--- config.mk ---
export PLATFORM = sky130hd
export DESIGN_NAME = stage3_pool_sched
export DESIGN_NICKNAME = d
export VERILOG_FILES = /design/src/rtl/stage3_pool_sched.sv
export SDC_FILE = /design/constraint.sdc
export NUM_CORES = 1
export LEC_CHECK = 0
export ABC_AREA = 1
export BUFFER_PORTS_ARGS = -buffer_cell sky130_fd_sc_hd__buf_2
export CAP_MARGIN = 25
export CORE_MARGIN = 3
export CORE_UTILIZATION = 50
export DETAILED_ROUTE_END_ITERATION = 6
export HOLD_SLACK_MARGIN = 0.03
export PLACE_DENSITY = 0.74
export SLEW_MARGIN = 25
export SYNTH_ARGS = -nofsm -noshare
export SYNTH_HDL_FRONTEND = slang
export SYNTH_SLANG_ARGS = --single-unit
--- constraint.sdc ---
create_clock -name clk -period 1.1 [get_ports clk]
set_input_delay 0.33 -clock clk [delete_from_list [all_inputs] [get_ports clk]]
set_output_delay 0.33 -clock clk [all_outputs]
set_load 0.005 [all_outputs]
--- src/rtl/stage3_pool_sched.sv ---
// Stage-3 pooling sequencer: replays the stored stage-2 feature map channel by
// channel into the pooling line buffer and audits the returned window count.
module stage3_pool_sched #(
    parameter int IN_SIZE   = 8,
    parameter int POOL_K    = 2,
    parameter int STRIDE    = 2,
    parameter int NUM_CH    = 3,
    parameter int DRAIN_MAX = 8,
    parameter int OUT_SIZE  = (IN_SIZE - POOL_K) / STRIDE + 1,
    parameter int ADDR_BW   = $clog2(NUM_CH * IN_SIZE * IN_SIZE)
) (
    input  logic                      clk,
    input  logic                      reset_n,
    input  logic                      i_start,
    input  logic                      i_stall,
    output logic                      o_rd_en,
    output logic [ADDR_BW-1:0]        o_rd_addr,
    output logic                      o_pix_valid,
    output logic                      o_lb_clear,
    input  logic                      i_window_valid,
    output logic [$clog2(NUM_CH)-1:0] o_ch_idx,
    output logic                      o_busy,
    output logic                      o_done,
    output logic                      o_err
);

    localparam int PIX_PER_CH = IN_SIZE * IN_SIZE;
    localparam int WIN_PER_CH = OUT_SIZE * OUT_SIZE;
    localparam int PIX_BW     = $clog2(PIX_PER_CH);
    localparam int WIN_BW     = $clog2(WIN_PER_CH + 1);
    localparam int DRAIN_BW   = $clog2(DRAIN_MAX + 1);
    localparam int CH_BW      = $clog2(NUM_CH);

    localparam logic [PIX_BW-1:0]   LAST_PIX  = PIX_BW'(PIX_PER_CH - 1);
    localparam logic [WIN_BW-1:0]   WIN_FULL  = WIN_BW'(WIN_PER_CH);
    localparam logic [DRAIN_BW-1:0] DRAIN_LIM = DRAIN_BW'(DRAIN_MAX);
    localparam logic [CH_BW-1:0]    LAST_CH   = CH_BW'(NUM_CH - 1);
    localparam logic [ADDR_BW-1:0]  CH_STRIDE = ADDR_BW'(PIX_PER_CH);

    typedef enum logic [2:0] {
        S_IDLE,
        S_CLEAR,
        S_STREAM,
        S_DRAIN,
        S_NEXT,
        S_DONE
    } state_t;

    state_t              state;
    state_t              state_nx;
    logic [CH_BW-1:0]    ch;
    logic [PIX_BW-1:0]   pix_cnt;
    logic [WIN_BW-1:0]   win_cnt;
    logic [DRAIN_BW-1:0] drain_cnt;
    logic                err;
    logic                pix_vld_p1;

    logic rd_en;
    logic win_full;
    logic counting;
    logic drain_timeout;

    always_comb begin
        rd_en         = (state == S_STREAM) && !i_stall;
        win_full      = (win_cnt == WIN_FULL);
        counting      = (state == S_STREAM) || (state == S_DRAIN);
        drain_timeout = (drain_cnt == DRAIN_LIM) && !win_full;
    end

    always_comb begin
        state_nx = state;
        case (state)
            S_IDLE:   if (i_start) state_nx = S_CLEAR;
            S_CLEAR:  state_nx = S_STREAM;
            S_STREAM: if (rd_en && (pix_cnt == LAST_PIX)) state_nx = S_DRAIN;
            // A full window count wins over the timeout in the same cycle
            S_DRAIN:  if (win_full || (drain_cnt == DRAIN_LIM)) state_nx = S_NEXT;
            S_NEXT:   state_nx = (ch == LAST_CH) ? S_DONE : S_CLEAR;
            S_DONE:   state_nx = S_IDLE;
            default:  state_nx = S_IDLE;
        endcase
    end

    always_ff @(posedge clk or negedge reset_n) begin
        if (!reset_n) begin
            state      <= S_IDLE;
            ch         <= '0;
            pix_cnt    <= '0;
            win_cnt    <= '0;
            drain_cnt  <= '0;
            err        <= 1'b0;
            pix_vld_p1 <= 1'b0;
        end else begin
            state      <= state_nx;
            // RAM data lands one cycle after the read, so valid trails rd_en by one
            pix_vld_p1 <= rd_en;
            case (state)
                S_IDLE: begin
                    if (i_start) begin
                        ch  <= '0;
                        err <= 1'b0;
                    end
                end
                S_CLEAR: begin
                    pix_cnt <= '0;
                    win_cnt <= '0;
                end
                S_STREAM: begin
                    if (rd_en) begin
                        pix_cnt <= pix_cnt + 1'b1;
                        if (pix_cnt == LAST_PIX) drain_cnt <= '0;
                    end
                end
                S_DRAIN: begin
                    drain_cnt <= drain_cnt + 1'b1;
                    if (drain_timeout) err <= 1'b1;
                end
                S_NEXT: begin
                    if (ch != LAST_CH) ch <= ch + 1'b1;
                end
                default: ;
            endcase
            // Surplus windows saturate the count and flag the channel
            if (counting && i_window_valid) begin
                if (win_full) err <= 1'b1;
                else          win_cnt <= win_cnt + 1'b1;
            end
        end
    end

    always_comb begin
        o_rd_en     = rd_en;
        o_rd_addr   = (state == S_STREAM) ? (ADDR_BW'(ch) * CH_STRIDE + ADDR_BW'(pix_cnt)) : '0;
        o_pix_valid = pix_vld_p1;
        o_lb_clear  = (state == S_CLEAR);
        o_ch_idx    = ch;
        o_busy      = (state != S_IDLE);
        o_done      = (state == S_DONE);
        o_err       = err;
    end

endmodule

==> results of run 1 <==
## registers in the layout, indices dropped and copies added (netlist names)
| signal | cells |
|---|---|
| pix_cnt | 6 |
| win_cnt | 5 |
| drain_cnt | 4 |
| state | 3 |
| o_ch_idx | 2 |
| o_err | 1 |
| o_pix_valid | 1 |
## through the flow
step,hold slack [ns],TNS (ns),total power [mW]
after floorplan,0.0344,-1.90,2.94
after global placement,0.315,-3.51,3.92
after detailed placement,0.321,-4.75,4.05
after CTS,0.344,-8.88,5.24
after global routing,0.372,-17.51,6.90
final,0.363,-15.81,6.61
## worst paths after layout
check / end / cells after the start
worst max register to register: state[0] / 9
worst min register to register: drain_cnt[2] / 1
max in group asynchronous: state[1] / 2
min in group asynchronous: pix_cnt[0] / 2
worst max-delay path: o_rd_addr[1] / 5
worst min-delay path: state[2] / 4
## cells by family after synthesis
family | after synthesis | share of synthesized area (%)
and+or+nand+nor | 79 | 31.2
AOI/OAI and AO/OA | 19 | 8.87
adders and majority gates | 6 | 5.73
buffers and inverters | 29 | 9.54
xor gates and xnor gates | 4 | 2.67
DFF | 22 | 42.0
## per-layer routing
layer / GRT usage, % / vias to the layer above
li1: - / 664
met1: 32.2 / 774
met2: 46.8 / 136
met3: 5.88 / 51
met4: 11.6 / 0
met5: 0 / -
## placed cells by master, fill, tap and decap left out, types with 3 or more instances in the layout
master | Yosys | routed
sky130_fd_sc_hd__a21oi_1 | 5 | 3
sky130_fd_sc_hd__buf_2 | 0 | 18
sky130_fd_sc_hd__buf_4 | 0 | 31
sky130_fd_sc_hd__buf_6 | 0 | 17
sky130_fd_sc_hd__clkbuf_4 | 0 | 3
sky130_fd_sc_hd__dfrtp_1 | 22 | 21
sky130_fd_sc_hd__inv_1 | 25 | 19
sky130_fd_sc_hd__inv_2 | 3 | 5
sky130_fd_sc_hd__inv_4 | 0 | 3
sky130_fd_sc_hd__nand2_1 | 27 | 17
sky130_fd_sc_hd__nand2_2 | 1 | 8
sky130_fd_sc_hd__nand2_4 | 1 | 3
sky130_fd_sc_hd__nand3_1 | 20 | 6
sky130_fd_sc_hd__nand3_2 | 5 | 14
sky130_fd_sc_hd__nand3_4 | 1 | 6
sky130_fd_sc_hd__nand4_1 | 3 | 3
sky130_fd_sc_hd__nor2_1 | 15 | 6
sky130_fd_sc_hd__nor2_2 | 1 | 7
sky130_fd_sc_hd__nor2_4 | 2 | 5
sky130_fd_sc_hd__o21ai_1 | 3 | 7
sky130_fd_sc_hd__o21ai_2 | 0 | 3
## where the power goes
part | switching [mW] | internal (mW) | leakage (nW)
Sequential | 0.320 | 1.12 | 0.283
Clock | 0.275 | 0.129 | 0.0138
Combinational | 2.47 | 2.29 | 0.784
Total | 3.06 | 3.54 | 1.08
## synthesized netlist by cell type
library cell / n / area share (%)
sky130_fd_sc_hd__o21bai_4: 1 / 1.4
sky130_fd_sc_hd__o31ai_1: 1 / 0.57
sky130_fd_sc_hd__nand3b_1: 1 / 0.57
sky130_fd_sc_hd__nand3_4: 1 / 1.3
sky130_fd_sc_hd__nand3_2: 5 / 3.8
sky130_fd_sc_hd__o21ai_0: 7 / 2.7
sky130_fd_sc_hd__or2_1: 1 / 0.48
sky130_fd_sc_hd__nor3_1: 1 / 0.38
sky130_fd_sc_hd__dfrtp_1: 22 / 42
sky130_fd_sc_hd__nor2_1: 15 / 4.3
sky130_fd_sc_hd__nand2_2: 1 / 0.48
sky130_fd_sc_hd__inv_1: 25 / 7.2
sky130_fd_sc_hd__nor2_2: 1 / 0.48
sky130_fd_sc_hd__o211ai_1: 2 / 1.1
sky130_fd_sc_hd__o21ai_1: 3 / 1.1
sky130_fd_sc_hd__buf_12: 1 / 1.5
sky130_fd_sc_hd__xnor2_1: 2 / 1.3
sky130_fd_sc_hd__nor2_4: 2 / 1.7
sky130_fd_sc_hd__ha_1: 6 / 5.7
sky130_fd_sc_hd__a21oi_1: 5 / 1.9
sky130_fd_sc_hd__nand2_4: 1 / 0.86
sky130_fd_sc_hd__inv_2: 3 / 0.86
sky130_fd_sc_hd__nand2_1: 27 / 7.7
sky130_fd_sc_hd__nand3_1: 20 / 7.6
sky130_fd_sc_hd__nand4_1: 3 / 1.4
sky130_fd_sc_hd__xor2_1: 2 / 1.3
## cell type report
cell class | count | area share (%)
Sequential cell | 22 | 25.1
Timing Repair Buffer | 69 | 25.9
Multi-Input combinational cell | 108 | 41.1
Tap cell | 28 | 1.59
Inverter | 28 | 5.34
Clock buffer | 3 | 1.02
## tightest hold or removal path, stage by stage
cell and delay [ns]:
sky130_fd_sc_hd__buf_2 0.16, sky130_fd_sc_hd__o21bai_4 0.09, sky130_fd_sc_hd__nand3_2 0.07, sky130_fd_sc_hd__nor2_2 0.03
## timing repair
action                                 in CTS  in global routing
setup endpoints to repair                  37                 38
endpoints found under the hold margin      22                  0
pin swaps                                  15                 10
gates resized for setup                    52                 32
hold buffers                                1                  0
gates cloned                                0                  1
buffers inserted                           13                  9
==> summary.md, run 1 <==
| Metric | Value |
|---|---|
| Violations in the final reports | negative setup slack |
| Met1 WL | ~2.0 mm |
| Area of the core region | around 2300 sq um |
| Die Wd | around 57 um |
| Depth of the CTS H-tree | 1 |
| Critical path fanouts, max | 5 |
| Design area | 2200 sq um |
| Overflow left after global routing | 0 |
| Cells along the critical path | inv_2 > nand3_4 > buf_12 > nor2_2 > buf_2 |
| Reg-to-reg startpoint | state[0] |
| Share of post-route cells with drive strength above 1 | around three fifths |
| Amount of wire on met3 after detailed routing | roughly 470 um |
| Master cell of the clock root buffer | sky130_fd_sc_hd__clkbuf_4 |
| Final setup violation count | 38 |
| Mean routed wirelength per cell | 22.4 um |
| Setup CP Type | register to output port |
| Run status | finished with violations |
| Initial standard-cell utilization of the core | a little under three fifths |
| Met2 Wirelength | 2.86 mm |
| Number of antenna violations at the first check in global routing | 0 |
| Fmax | between 500 and 600 MHz |
| Crit path setup slack, layout | -0.681 ns |
| P&R area growth vs syn | 67.8% |
| RSZ-0062 raised after global routing | true |
| Number of unique standard cell types used by synthesis | 26 |
| Fin crit period | 1.78 ns |
| Worst Setup Start Kind | register |
| Max layer used | met4 |
| Area taken by multi-input logic gates | ~900 sq um |
| Data arrival, critical path | between 1 and 1.5 ns |
| Sequential cell area | approximately 550 sq um |
| Buf/Inv on CP | 3 |
| Post-route fraction of the period consumed by the critical path | 162% |
| Post-DRT Antenna Nets | 0 |
| CTS Buf Count | 3 |
| Peak ir drop on the vdd network | about 0.0024 V |
| Placed cell count | between 200 and 250 |
| Utilization after layout | a little over nine tenths |
| Standard-cell row count | 17 |
| Syn_nets | 170 |
| Sinks on the clock net | 22 |
| Worst EP required | 0.77 ns |
| Number of nets in the finished design | between 200 and 250 |
| Slew Limit Headroom | between 60 and 70% |
| Final routed wirelength across all metal layers | about 5.8 mm |
| Static leakage power | 1.08 nW |
| Synthesized cell area | ~1300 sq um |
| GRT Total Usage | a little over a quarter |
| Clock Latency Late Sink | 0.33 ns |
| Slew at the pin closest to its max-slew limit | approximately 0.53 ns |
| Ratio of total power to cell area | roughly 3000 nW/um^2 |
| Number of port buffers | 20 |
| Min-delay worst type | input port to register |
| DR vias | 1625 |
| Sequential area share after synthesis | around two fifths |
| Number of filler cells placed in the layout | 75 |
| Count of maximum capacitance violations | 0 |
| Routability congestion estimate from global placement | 0.841 |
| Number of remaining DRC errors | 0 |
| Instance area after placement | between 1500 and 2000 sq um |
| Start point of the worst hold path | i_stall |
| Clock tree skew after final layout | roughly 0.011 ns |
| Critical Path Slowest Stage Cell | sky130_fd_sc_hd__dfrtp_1 |
| Worst-case setup slack after placement | -0.234 ns |
| Detailed-placement wirelength estimate | between 2 and 2.5 mm |
| Clock-pin slew on the worst setup and hold paths | 0.13 ns |
| Iteration count of the initial detailed-routing pass | 5 |
| Reg2reg setup slack | -0.49 ns |
| Violation count after the first detailed-route iteration | around 160 |
| Count of state elements after synthesis | 22 |
| Capturing element type of the critical path | output port |
| CTS tree | done |
| Number of hold violations in the final report | 0 |
| Vias in the first global route | about 1500 |
| Avg Synthesized Cell Area | 8.25 sq um |
| Die Y-Extent | about 57 um |
| Count of yosys warnings during synthesis | 0 |
| Max-slew violation count | 0 |
| Die Footprint | 3270 sq um |
| Critical path's largest stage delay | 0.47 ns |
| Cell count after synthesis | 159 |
| Crit-path leading delay family | flip-flops |
| Ant diodes | 0 |
| Via-to-Cell Ratio | between 6 and 7 |
| Startpoint of the most critical setup path | state[0] |
| Post-route non-filler standard cell count | about 260 |
| I/O pin total | 21 |
| Buffer levels on the longest clock path | 2 |
| Largest net degree at the start of global routing | 23 |
| Global-route wire length before repair | a little under 7 mm |
Note: power is estimated with default switching activity, not from simulation.
==> run 2, diff against run 1 <==
--- a/config.mk
+++ b/config.mk
@@ -8,6 +8,7 @@
 export ABC_AREA = 1
 export BUFFER_PORTS_ARGS = -buffer_cell sky130_fd_sc_hd__buf_2
 export CAP_MARGIN = 25
+export CORE_ASPECT_RATIO = 1.2
 export CORE_MARGIN = 3
 export CORE_UTILIZATION = 50
 export DETAILED_ROUTE_END_ITERATION = 6
==> summary.md, run 2 (synthesis gave the netlist of run 1 again) <==
| Metric | Value |
|---|---|
| Run status | finished with violations |
| Violations in the final reports | negative setup slack |
| Standard-cell row count | 19 |
| Ant diodes | 0 |
| Register name with the most flops | pix_cnt |
| Fmax | roughly 590 MHz |
| Crit-path leading delay family | flip-flops |
| Post-route fraction of the period consumed by the critical path | 154% |
| Critical path's largest stage delay | between 0.4 and 0.5 ns |
| Number of port buffers | 20 |
| Share of post-route cells with drive strength above 1 | around 60% |
| Number of hold violations in the final report | 0 |
| Die Wd | roughly 53 um |
| Number of antenna violations at the first check in global routing | 0 |
| Buffer levels on the longest clock path | 2 |
| Area of the core region | between 2000 and 2500 sq um |
| Setup CP Type | register to output port |
| Critical Path Slowest Stage Cell | sky130_fd_sc_hd__dfrtp_1 |
| Sinks on the clock net | 22 |
| Worst Setup Start Kind | register |
| Violation count after the first detailed-route iteration | just over 100 |
| CTS Buf Count | 3 |
| Slew at the pin closest to its max-slew limit | ~0.51 ns |
| Capturing element type of the critical path | output port |
| Buf/Inv on CP | 3 |
| P&R area growth vs syn | 68.5% |
| Peak ir drop on the vdd network | roughly 0.0029 V |
| Clock Latency Late Sink | ~0.33 ns |
| Via-to-Cell Ratio | ~5.8 |
| Master cell of the clock root buffer | sky130_fd_sc_hd__clkbuf_4 |
| Minimum hold slack | ~0.4 ns |
| Combinational group share of total power | a little under three quarters |
| Clock-pin slew on the worst setup and hold paths | around 0.12 ns |
| Static leakage power | around 1.1 nW |
| Crit path depth | 5 |
| Setup_tns | -12.58 ns |
| Slew Limit Headroom | 65.8% |
| Largest net degree at the start of global routing | 23 |
| Post-DRT Antenna Nets | 0 |
| Ratio of total power to cell area | approximately 2900 nW/um^2 |
| Clock tree skew after final layout | 0.00157 ns |
| Die Footprint | 3280 sq um |
| Largest register FFs | 6 |
| Power share of the clock group | approximately 6.2% |
| Min-delay worst type | input port to register |
| Int Power | 3.37 mW |
| Number of filler cells placed in the layout | a little under 90 |
| Die Y-Extent | 62.1 um |
| Overflow left after global routing | 0 |
| I/O pin total | 21 |
| Number of remaining DRC errors | 0 |
| Initial standard-cell utilization of the core | ~55% |
| CTS tree | done |
| Worst EP required | 0.77 ns |
| Crit path setup slack, layout | -0.589 ns |
| Worst-case reg-to-reg path depth | 10 |
| Fraction of power consumed by sequential logic | between 20% and 30% |
| Final setup violation count | 38 |
| Fraction of power spent switching nets | 47.4% |
| Final routed wirelength across all metal layers | around 5.4 mm |
| Global-route wire length before repair | roughly 6.7 mm |
| Iteration count of the initial detailed-routing pass | 4 |
| Mean routed wirelength per cell | 20.8 um |
| GRT Total Usage | about 28% |
| Startpoint of the most critical setup path | state[2] |
| Vias in the first global route | 1468 |
| Reg2reg setup slack | -0.47 ns |
| Utilization after layout | roughly 92% |
| Fin crit period | approximately 1.7 ns |
| Data arrival, critical path | approximately 1.4 ns |
| Cells along the critical path | inv_2 > nand3_4 > buf_12 > nor2_4 > buf_2 |
| NetSw | approximately 3.0 mW |
| Count of maximum capacitance violations | 0 |
| Registers with the most flip-flops | pix_cnt (6), win_cnt (5), drain_cnt (4) |
| Worst-case setup slack after placement | -0.205 ns |
| RSZ-0062 raised after global routing | true |
| Critical path fanouts, max | 6 |
| End of the critical path | o_rd_addr[0] |
| Reg-to-reg startpoint | state[2] |
| Crit Reg-Reg Endpoint | pix_cnt[3] |
| Depth of the CTS H-tree | 1 |
| Number of nets in the finished design | 241 |
| Leading cell type in the layout, fill and taps excluded | sky130_fd_sc_hd__buf_4 |
| Routability congestion estimate from global placement | about 0.85 |
| Max-slew violation count | 0 |
| Most used cells in the layout excluding fill and tap cells | 35 x sky130_fd_sc_hd__buf_4, 21 x sky130_fd_sc_hd__dfrtp_1, 20 x sky130_fd_sc_hd__nand2_1, 19 x sky130_fd_sc_hd__inv_1, 19 x sky130_fd_sc_hd__buf_2 |
| DR vias | about 1500 |
| Final total power | 6.40 mW |
| Detailed-placement wirelength estimate | ~2.6 mm |
run 2: cell count changes in the layout (fill, tap and decap cells not counted), moves of 3 or more:
cell	before	now
sky130_fd_sc_hd__nor2_4	5	8
sky130_fd_sc_hd__inv_4	3	0
sky130_fd_sc_hd__o21ai_1	7	4
sky130_fd_sc_hd__buf_6	17	9
sky130_fd_sc_hd__nand3_2	14	11
sky130_fd_sc_hd__nand2_2	8	4
sky130_fd_sc_hd__buf_4	31	35
sky130_fd_sc_hd__o21ai_2	3	6
sky130_fd_sc_hd__nand2_1	17	20
run 2: area by class of cell:
cell class              count  area (sq um)  share of cell area [%]
clock buffers               3          22.5                    1.02
inverters                  28           118                    5.32
multi-input cells         108           955                    43.2
flip-flops and latches     22           552                    25.0
well taps                  31          38.8                    1.76
repair buffers             67           524                    23.7
run 2: how the worst min path moves through the flow:
stage	startpoint	to	slack (ns)	depth (start not counted)
floorplan	reset_n	drain_cnt[0]	0.03	0
global placement	reset_n	o_pix_valid	0.32	1
detailed placement	reset_n	o_pix_valid	0.33	1
CTS	i_stall	o_pix_valid	0.35	3
global route	i_start	o_ch_idx[1]	0.42	4
finish	i_start	o_err	0.41	4
run 2: layer usage:
metal | global-route usage [%] | part of all wire (%) | vias to the layer above
li1 | - | - | 657
met1 | 27.5 | 34 | 713
met2 | 50.9 | 53 | 97
met3 | 4.07 | 6.0 | 39
met4 | 21.7 | 6.7 | 0
met5 | 0 | 0 | -
run 2: power groups by stage:
stage / Sequential [mW] / Clock, mW / Combinational [mW]
after floorplan: 1.40 / 0 / 1.54
final: 1.40 / 0.397 / 4.60
after global routing: 1.42 / 0.421 / 4.87
after global placement: 1.31 / 0 / 2.86
after CTS: 1.33 / 0.390 / 3.64
after detailed placement: 1.33 / 0 / 3.03
run 2: what timing repair did:
item / CTS / global route
setup buffers: 7 / 8
pin swaps: 9 / 16
setup endpoints to repair: 37 / 37
hold buffers: 1 / 0
endpoints found under the hold margin: 22 / 0
gates resized for setup: 40 / 48
run 2: tightest hold or removal path, cell delays in order:
cell and delay, ns:
sky130_fd_sc_hd__buf_2 0.13, sky130_fd_sc_hd__nand3_4 0.10, sky130_fd_sc_hd__nand2_1 0.05, sky130_fd_sc_hd__o211ai_1 0.09
run 2: stage by stage:
stage                     cells  cell area [sq um]
after floorplan             159               1340
after global placement      242               1730
after detailed placement    242               1730
after CTS                   253               1970
after global routing        259               2210
final                       259               2210
==> run 3, diff against run 2 <==
--- a/config.mk
+++ b/config.mk
@@ -5,15 +5,13 @@
 export SDC_FILE = /design/constraint.sdc
 export NUM_CORES = 1
 export LEC_CHECK = 0
-export ABC_AREA = 1
 export BUFFER_PORTS_ARGS = -buffer_cell sky130_fd_sc_hd__buf_2
-export CAP_MARGIN = 25
 export CORE_ASPECT_RATIO = 1.2
 export CORE_MARGIN = 3
-export CORE_UTILIZATION = 50
+export CORE_UTILIZATION = 49
 export DETAILED_ROUTE_END_ITERATION = 6
 export HOLD_SLACK_MARGIN = 0.03
-export PLACE_DENSITY = 0.74
+export PLACE_DENSITY = 0.73
 export SLEW_MARGIN = 25
 export SYNTH_ARGS = -nofsm -noshare
 export SYNTH_HDL_FRONTEND = slang
==> summary.md, run 3 <==
| Metric | Value |
|---|---|
| Initial standard-cell utilization of the core | ~52% |
| Standard-cell row count | 19 |
| Count of state elements after synthesis | 22 |
| NetSw | between 1 and 1.5 mW |
| Number of port buffers | 20 |
| Sinks on the clock net | 22 |
| Synthesized cell area | ~1200 sq um |
| Post-synth top cells | 22 x sky130_fd_sc_hd__dfrtp_1, 14 x sky130_fd_sc_hd__nand2_1, 9 x sky130_fd_sc_hd__inv_1 |
| I/O pin total | 21 |
| Register name with the most flops | pix_cnt |
| RSZ-0062 raised after global routing | true |
| Critical Path Most Common Cell | sky130_fd_sc_hd__buf_6 |
| Fraction of power spent switching nets | between 30 and 40% |
| Worst Setup Start Kind | register |
| Clock tree skew after final layout | 0.00716 ns |
| Number of filler cells placed in the layout | 65 |
| Min-delay worst type | input port to register |
| Worst EP required | a little under 0.8 ns |
| Registers with the most flip-flops | pix_cnt (6), win_cnt (5), drain_cnt (4) |
| Avg Synthesized Cell Area | 9.62 sq um |
| Via-to-Cell Ratio | between 6 and 7 |
| Int Power | around 2.2 mW |
| Sequential cell area | 551 sq um |
| Number of nets in the finished design | roughly 220 |
| Critical path's largest stage delay | roughly 0.55 ns |
| Count of yosys warnings during synthesis | 0 |
| Final routed wirelength across all metal layers | 6.09 mm |
| Die Y-Extent | 60.9 um |
| Slew Limit Headroom | ~64% |
| Sequential area share after synthesis | 44.7% |
| Global-route wire length before repair | about 7 mm |
| Utilization after layout | between 90% and 100% |
| Setup CP Type | register to output port |
| Top cell type by total area after synthesis | sky130_fd_sc_hd__dfrtp_1 |
| Ratio of total power to cell area | between 1500 and 2000 nW/um^2 |
| Cells along the critical path | or4b_4 > buf_6 > inv_4 > buf_6 |
| P&R area growth vs syn | 81.1% |
| Fin crit period | between 1.5 and 2 ns |
| Violations in the final reports | negative setup slack |
| Overflow left after global routing | 0 |
| Mean routed wirelength per cell | 25.7 um |
| Fmax | between 500 and 600 MHz |
| Syn_nets | around 140 |
| Die Wd | between 50 and 60 um |
| Largest net degree at the start of global routing | 23 |
| CTS Buf Count | 3 |
| Violation count after the first detailed-route iteration | 81 |
| Asr flop ratio synth | 100% |
| Depth of the CTS H-tree | 1 |
| Critical path fanouts, max | 3 |
| Most used cells in the layout excluding fill and tap cells | 39 x sky130_fd_sc_hd__buf_4, 27 x sky130_fd_sc_hd__buf_6, 22 x sky130_fd_sc_hd__dfrtp_1, 11 x sky130_fd_sc_hd__buf_2, 10 x sky130_fd_sc_hd__nand2_1 |
| Cell count after synthesis | between 100 and 150 |
| Crit path setup slack, layout | -0.844 ns |
| Peak ir drop on the vdd network | roughly 0.0013 V |
| Share of post-route cells with drive strength above 1 | 63.6% |
| Critical Path Slowest Stage Cell | sky130_fd_sc_hd__or4b_4 |
| Number of antenna violations at the first check in global routing | 1 |
| Ant diodes | 0 |
| Max-slew violation count | 0 |
| Detailed-placement wirelength estimate | approximately 2.3 mm |
| Iteration count of the initial detailed-routing pass | 4 |
| Post-route fraction of the period consumed by the critical path | 177% |
| Most numerous cell in the Yosys netlist | sky130_fd_sc_hd__dfrtp_1 |
| Area of the core region | 2350 sq um |
| Most area-consuming cells after synthesis | sky130_fd_sc_hd__dfrtp_1 45%, sky130_fd_sc_hd__ha_1 6.1%, sky130_fd_sc_hd__nand2_1 4.3% |
| Slew at the pin closest to its max-slew limit | between 0.5 and 0.6 ns |
| EDFF count, synth | 0 |
| Minimum hold slack | 0.447 ns |
| Number of unique standard cell types used by synthesis | 37 |
| Number of remaining DRC errors | 0 |
| Clock-pin slew on the worst setup and hold paths | 0.14 ns |
| Largest register FFs | 6 |
| Buffer levels on the longest clock path | 2 |
| DR vias | roughly 1500 |
| Prevailing post-synth register cell | sky130_fd_sc_hd__dfrtp_1 |
| Combinational group share of total power | around half |
| Routability congestion estimate from global placement | 0.800 |
| GRT Total Usage | a little under a third |
| Fraction of power consumed by sequential logic | a little over a third |
| Worst-case setup slack after placement | -0.583 ns |
| Die Footprint | between 3000 and 4000 sq um |
| Count of maximum capacitance violations | 0 |
| Number of hold violations in the final report | 0 |
| Final setup violation count | 38 |
| Static leakage power | 1.08 nW |
| Post-DRT Antenna Nets | 0 |
| Master cell of the clock root buffer | sky130_fd_sc_hd__clkbuf_4 |
| Leading cell type in the layout, fill and taps excluded | sky130_fd_sc_hd__buf_4 |
| Capturing element type of the critical path | output port |
| Power share of the clock group | between 10% and 20% |
| Data arrival, critical path | 1.61 ns |
| CTS tree | done |
| Clock Latency Late Sink | 0.33 ns |
| Vias in the first global route | between 1000 and 1500 |
| Area share of the leading cell type in the synthesized netlist | 44.7% |
| Area taken by multi-input logic gates | 866 sq um |
| Run status | finished with violations |
## run 3: changes by cell type after synthesis, sizes merged, moves of 5 or more
cell / change
and2: +7
mux2i: +5
nand2: -15
nor2: -15
clkbuf: +5
inv: -19
nand3: -20
## run 3: timing repair
item | in CTS | in global routing
resized for setup | 34 | 32
pin swaps | 14 | 9
cloned | 0 | 0
hold buffers | 1 | 0
buffers inserted | 9 | 13
hold endpoints to repair | 22 | 0
endpoints found under the setup margin | 38 | 38
## run 3: per-layer routing
| metal | track usage (%) | vias up | wire (um) |
|---|---|---|---|
| li1 | - | 624 | - |
| met1 | 34.7 | 722 | 2010 |
| met2 | 57.1 | 140 | 2970 |
| met3 | 4.67 | 56 | 534 |
| met4 | 15.4 | 2 | 560 |
| met5 | 0 | - | 8 |
## run 3: power groups by stage
stage / Combinational [mW] / Clock, mW / Sequential [mW]
6_report: 1.85 / 0.490 / 1.29
5_1_grt: 1.93 / 0.513 / 1.29
4_1_cts: 1.45 / 0.477 / 1.22
3_5_place_dp: 1.29 / 0 / 1.24
3_3_place_gp: 1.22 / 0 / 1.22
2_1_floorplan: 0.621 / 0 / 1.24
## run 3: layout make-up
class | count | share of cell area [%]
timing repair buffer | 80 | 31.3
inverter | 9 | 1.85
sequential | 22 | 24.7
multi-input combinational | 91 | 38.8
tap | 31 | 1.74
clock buffer | 4 | 1.63
## run 3: logic make-up after synthesis
kind of cell / after synthesis / share of synthesized area [%]
and+or+nand+nor: 53 / 25.0
AOI/OAI and AO/OA: 27 / 15.4
adders and majority gates: 6 / 6.10
buffers and inverters: 15 / 4.67
DFF: 22 / 44.7
muxes: 5 / 4.07
## run 3: stage by stage
step	total power, mW	cell area, sq um	setup TNS (ns)	cells
floorplan	1.86	1370	-5.64	128
global placement	2.44	1740	-10.40	212
detailed placement	2.53	1740	-11.04	212
CTS	3.15	2000	-15.98	225
global route	3.73	2230	-21.04	237
finish	3.62	2230	-20.36	237
## run 3: final timing paths
kind                              start           end  slack (ns)  cells after the start
max                            state[0]       o_rd_en       -0.84                      4
min                             i_start   o_ch_idx[1]        0.45                      3
max in group asynchronous       reset_n  drain_cnt[3]        0.38                      3
max reg2reg                    state[0]    pix_cnt[5]       -0.81                      5
min reg2reg                drain_cnt[3]  drain_cnt[3]        0.60                      1
min in group asynchronous       reset_n      state[0]        0.49                      3
## run 3: critical path, delay by kind of cell, from the launching register on
| kind | cells | cell delay (ns) |
|---|---|---|
| DFF | 1 | 0.45 |
| and+or+nand+nor | 1 | 0.55 |
| buffers and inverters | 3 | 0.29 |
